$ cat src/rtl/seg_scan_ctrl.sv
// Four-digit multiplexed seven-segment scan controller: time-slices the anodes,
// latches a whole frame of digits at once and blanks leading zeros.

// Per-digit leading-zero detect. A digit is dark when blanking is on and it and
// every nibble above it are zero. The rightmost digit always stays lit.
module seg_lane #(
  parameter int IDX = 0
) (
  input  logic [15:0] digits,
  input  logic        lz,
  output logic        blank
);
  assign blank = (IDX != 0) && lz && ((digits >> (4 * IDX)) == 16'h0000);
endmodule

module seg_scan_ctrl #(
  parameter int REFRESH_DIV = 100000,
  parameter int BLANK_CYC   = 1000
) (
  input  logic        clk,
  input  logic        rst_n,
  input  logic        enable,
  input  logic [15:0] digits_in,
  input  logic [3:0]  dp_in,
  input  logic        blank_lz,
  output logic [3:0]  an_n,
  output logic [3:0]  digit_out,
  output logic        dp_n,
  output logic        frame_tick
);
  localparam int NUM_DIG = 4;
  localparam int CW      = $clog2(REFRESH_DIV);
  localparam logic [CW-1:0] CNT_LAST = CW'(REFRESH_DIV - 1);

  logic [CW-1:0]        cnt;
  logic [1:0]           slot;
  logic [15:0]          sh_digits;
  logic [3:0]           sh_dp;
  logic                 sh_lz;

  logic                 wrap, frame_end, in_blank, lit;
  logic [NUM_DIG-1:0]   lane_blank;
  logic [3:0]           an_d, dig_d;
  logic                 dp_d, ft_d;

  assign wrap      = (cnt == CNT_LAST);
  assign frame_end = wrap && (slot == 2'd3);

  generate
    if (BLANK_CYC == 0) begin : g_noblank
      assign in_blank = 1'b0;
    end else begin : g_blank
      assign in_blank = (cnt < CW'(BLANK_CYC));
    end
  endgenerate

  generate
    for (genvar i = 0; i < NUM_DIG; i++) begin : g_lane
      seg_lane #(.IDX(i)) u_lane (
        .digits (sh_digits),
        .lz     (sh_lz),
        .blank  (lane_blank[i])
      );
    end
  endgenerate

  // Scan position and frame shadows. While disabled the shadows track the
  // inputs so a re-enabled scan starts from the latest values.
  always_ff @(posedge clk or negedge rst_n) begin
    if (!rst_n) begin
      cnt       <= '0;
      slot      <= '0;
      sh_digits <= '0;
      sh_dp     <= '0;
      sh_lz     <= 1'b0;
    end else if (!enable) begin
      cnt       <= '0;
      slot      <= '0;
      sh_digits <= digits_in;
      sh_dp     <= dp_in;
      sh_lz     <= blank_lz;
    end else begin
      cnt <= wrap ? '0 : cnt + 1'b1;
      if (wrap) slot <= slot + 2'd1;
      if (frame_end) begin
        sh_digits <= digits_in;
        sh_dp     <= dp_in;
        sh_lz     <= blank_lz;
      end
    end
  end

  // Output stage sees the state one cycle old; enable is sampled directly so
  // dropping it darkens the display on the very next edge.
  always_comb begin
    an_d  = 4'hF;
    dp_d  = 1'b1;
    lit   = enable && !in_blank && !lane_blank[slot];
    dig_d = sh_digits[{slot, 2'b00} +: 4];
    ft_d  = enable && frame_end;
    if (lit) begin
      an_d[slot] = 1'b0;
      dp_d       = ~sh_dp[slot];
    end
  end

  always_ff @(posedge clk or negedge rst_n) begin
    if (!rst_n) begin
      an_n       <= 4'hF;
      digit_out  <= 4'h0;
      dp_n       <= 1'b1;
      frame_tick <= 1'b0;
    end else begin
      an_n       <= an_d;
      digit_out  <= dig_d;
      dp_n       <= dp_d;
      frame_tick <= ft_d;
    end
  end
endmodule

$ cat config.mk
export PLATFORM = sky130hd
export DESIGN_NAME = seg_scan_ctrl
export DESIGN_NICKNAME = d
export VERILOG_FILES = /design/src/rtl/seg_scan_ctrl.sv
export SDC_FILE = /design/constraint.sdc
export NUM_CORES = 1
export LEC_CHECK = 0
export ABC_CLOCK_PERIOD_IN_PS = 1800
export CELL_PAD_IN_SITES_DETAIL_PLACEMENT = 1
export CELL_PAD_IN_SITES_GLOBAL_PLACEMENT = 1
export CORE_MARGIN = 2
export CORE_UTILIZATION = 39
export DETAILED_ROUTE_END_ITERATION = 12
export GPL_ROUTABILITY_DRIVEN = 0
export GPL_TIMING_DRIVEN = 0
export PLACE_DENSITY = 0.83
export SYNTH_ARGS = -nofsm -noshare
export SYNTH_HDL_FRONTEND = slang
export SYNTH_SLANG_ARGS = --single-unit
$ cat constraint.sdc
create_clock -name clk -period 1.8 [get_ports clk]
set_input_delay 0.54 -clock clk [delete_from_list [all_inputs] [get_ports clk]]
set_output_delay 0.54 -clock clk [all_outputs]
set_load 0.01 [all_outputs]
==> results.yml <==
run_status:
  status: "finished, violations left"
  violations: "negative setup slack"
worst_setup_path:
  cp_max_fo: 5
  startpoint: "cnt[14]$_DFF_PN0_"
  path_cells: "or4_4, o41ai_1, o31ai_2, nand3_1"
  crit_type: "reg2reg"
  crit_required_ns: 2.03
  end_kind: "flop"
  r2r-end: "dp_n$_DFF_PN1_"
  reg2reg_depth: 4
  critPathArrivalTime_ns: 2.18
  cp_slowest_cell: "or4_4"
  r2r_start: "cnt[14]$_DFF_PN0_"
  ff2ff_setup_slack_ns: -0.15
  critPathLaunchType: "flop"
  max_stage_delay_ns: 0.59
logic_synthesis:
  avgSynthCellArea_um2: 13.31
  synthFlopType: "dfrtp_1"
  synth_area_leaders: "dfrtp_1 48%, mux2_4 13%, dfstp_2 5.6%"
  syn_nets: 206
  synth_top_area_share_pct: 47.80
  synthArstFlopShare_pct: 100.0
  ys_seq_area_share_pct: 53.37
  yosysTopAreaCell: "dfrtp_1"
  syn-cell-area_um2: 2356
  synth_common_cells: "45 x dfrtp_1, 20 x mux2_4, 18 x nor2_1, 12 x xnor2_1, 9 x nand3_1"
  synthCells: 177
  synth_edf_count: 0
  synthDistinctLibCells: 37
  synth-seq-cells: 50
  synth.most_common_cell: "dfrtp_1"
  synth_warnings: 0
min_path:
  hold_path.class: "in2async"
detailed_routing:
  wl_met2_mm: 3.105
  wl_per_cell_um: 19.14
  vias_per_cell: 5.325
  dr.first_iter.drc_count: 96
  dr_wl_met3_um: 168
  first_pass_iters: 4
  drc_errors: 0
  finalWirelength_mm: 5.779
  dr.max_layer_used: "met4"
  ant_nets: 0
  met1_length_mm: 2.447
  vias: 1608
sta:
  max_slew_margin_pct: 64.45
  hold_viol: 0
  fmax_mhz: 513.5
  skew_ns: 0.006608
  min_period_ns: 1.947
  worstMarginPinSlew_ns: 0.5263
  setup_viol: 28
  grt_setup_unrepaired: "yes"
  tns_ns: -2.314
  final.setup.worst_slack_ns: -0.1475
  drv_slew: 0
  finalCritPeriodShare_pct: 108.2
floorplan:
  row_count: 28
  initial_core_util_pct: 40.03
  die_x_um: 81.73
  die_h_um: 81.73
  core_region_area_um2: 5886
  die_area_um2: 6679
  io-pin-count: 34
grt:
  overflow: 0
  grt_usage_pct: 18.40
  grt_first_pass_wirelength_mm: 9.197
  antenna_found_initial: 0
  grt_max_degree: 35
  grt_pass1_vias: 1822
placed_design:
  dpl.cell_count: 286
  portBuffers: 33
  placed_cell_area_um2: 2819
  dpl.hpwl_mm: 3.814
clock_tree:
  cts.hold.buffers_added: 0
  clk-insertion-delay-late_ns: 0.30
  cts_max_path_buffers: 2
  cts_sinks: 50
  cts_tree: "yes"
  cts_inserted_buffers: 5
  path_clk_slew_ns: 0.09
  cts_root_buf: "clkbuf_8"
  htree_levels: 2
final_layout:
  diodes: 0
  drive_above_1_share_pct: 34.80
  nets: 255
  fin_area_um2: 3098
  area_growth_pct: 31.49
  final_cells: 302
pwr:
  total_power_mw: 2.188
  leakage_nw: 1.230
  ir_drop_uv: 382.5
  p_per_area_nw_per_um2: 706.3
run:
  maxCapViolations: 0
-- worst max-delay path: cells and delay by family (launching register included) --
family / cells / cell delay, ns
AOI/OAI and AO/OA: 2 / 0.70
DFF: 1 / 0.41
and+or+nand+nor: 2 / 0.76
-- layer usage --
layer | vias to the layer above | GRT usage, %
li1 | 731 | -
met1 | 833 | 23.32
met2 | 37 | 32.60
met3 | 7 | 2.747
met4 | 0 | 5.167
met5 | - | 0
-- registers in the layout, summed over array words and instances (netlist names) --
register and count:
an_n 4, cnt 17, digit_out 4, dp_n 1, frame_tick 1, sh_digits 16, sh_dp 4, sh_lz 1
slot 2
-- report_power, final --
part           internal, mW  switching [mW]  total, mW
Clock                 0.311           0.362      0.673
Sequential             1.18          0.0473       1.23
Combinational         0.179           0.104      0.283
-- worst max path at each step --
stage                                           to  slack (ns)  depth (start not counted)
after floorplan           sh_digits[0]$_DFFE_PN0P_       -0.07                          6
after global placement        frame_tick$_DFF_PN0_       -1.24                          1
after detailed placement            dp_n$_DFF_PN1_       -0.40                          4
after CTS                 sh_digits[1]$_DFFE_PN0P_       -0.11                          5
after global routing                dp_n$_DFF_PN1_       -0.28                          4
final                               dp_n$_DFF_PN1_       -0.15                          4
-- cell type report --
class	count	area [µm²]
Inverter	4	15.01
Clock buffer	7	86.33
Clock inverter	1	5.005
Sequential cell	50	1260
Tap cell	75	93.84
Buffer	5	52.55
Fill cell	600	2788
Multi-Input combinational cell	115	1131
Timing Repair Buffer	45	454.2
-- kinds of logic (layout without fill, tap and decap cells) --
logic type      after synthesis  count (layout)  share of synthesized area (%)
flops                        50              50                          53.37
xor+xnor                     16              16                          5.948
simple gates                 61              61                          14.45
mux                          27              27                          18.43
fa+ha+maj                     5               5                          2.655
compound gates                6               6                          1.753
buf+inv                      12              62                          3.398
-- repair_timing --
item                                    4_1_cts  5_1_grt
gates resized for setup                      16       17
pin swaps                                     8       10
cloned                                        0        1
endpoints found under the setup margin       51       46
setup buffers                                 8        2
-- placed cells by master, fill, tap and decap left out, types with 2 or more instances in the layout --
| master | Yosys | layout |
|---|---|---|
| buf_12 | 0 | 2 |
| buf_4 | 0 | 9 |
| buf_6 | 3 | 3 |
| clkbuf_1 | 3 | 2 |
| clkbuf_8 | 0 | 6 |
| clkdlybuf4s50_1 | 0 | 26 |
| dfrtp_1 | 45 | 43 |
| dfrtp_2 | 0 | 2 |
| dfstp_2 | 5 | 5 |
| dlygate4sd2_1 | 0 | 5 |
| ha_1 | 5 | 4 |
| inv_1 | 4 | 4 |
| mux2_4 | 20 | 20 |
| mux4_2 | 5 | 5 |
| nand2_1 | 5 | 5 |
| nand3_1 | 9 | 9 |
| nand4_1 | 6 | 6 |
| nor2_1 | 18 | 6 |
| nor2_2 | 0 | 5 |
| nor2_4 | 0 | 7 |
| nor3_1 | 4 | 3 |
| nor4_1 | 7 | 6 |
| nor4_4 | 0 | 2 |
| xnor2_1 | 12 | 12 |
| xor2_1 | 4 | 4 |
-- per-stage QoR --
step | setup WS, ns | util [%] | hold WS, ns
after global routing | -0.2766 | 52.64 | 0.1636
after global placement | -1.235 | 47.64 | 0.4878
after detailed placement | -0.3978 | 47.90 | 0.4966
after CTS | -0.1078 | 50.89 | 0.1672
after floorplan | -0.06936 | - | 0.2444
final | -0.1475 | 52.64 | 0.1545
Power figures use the tool's default switching activity.
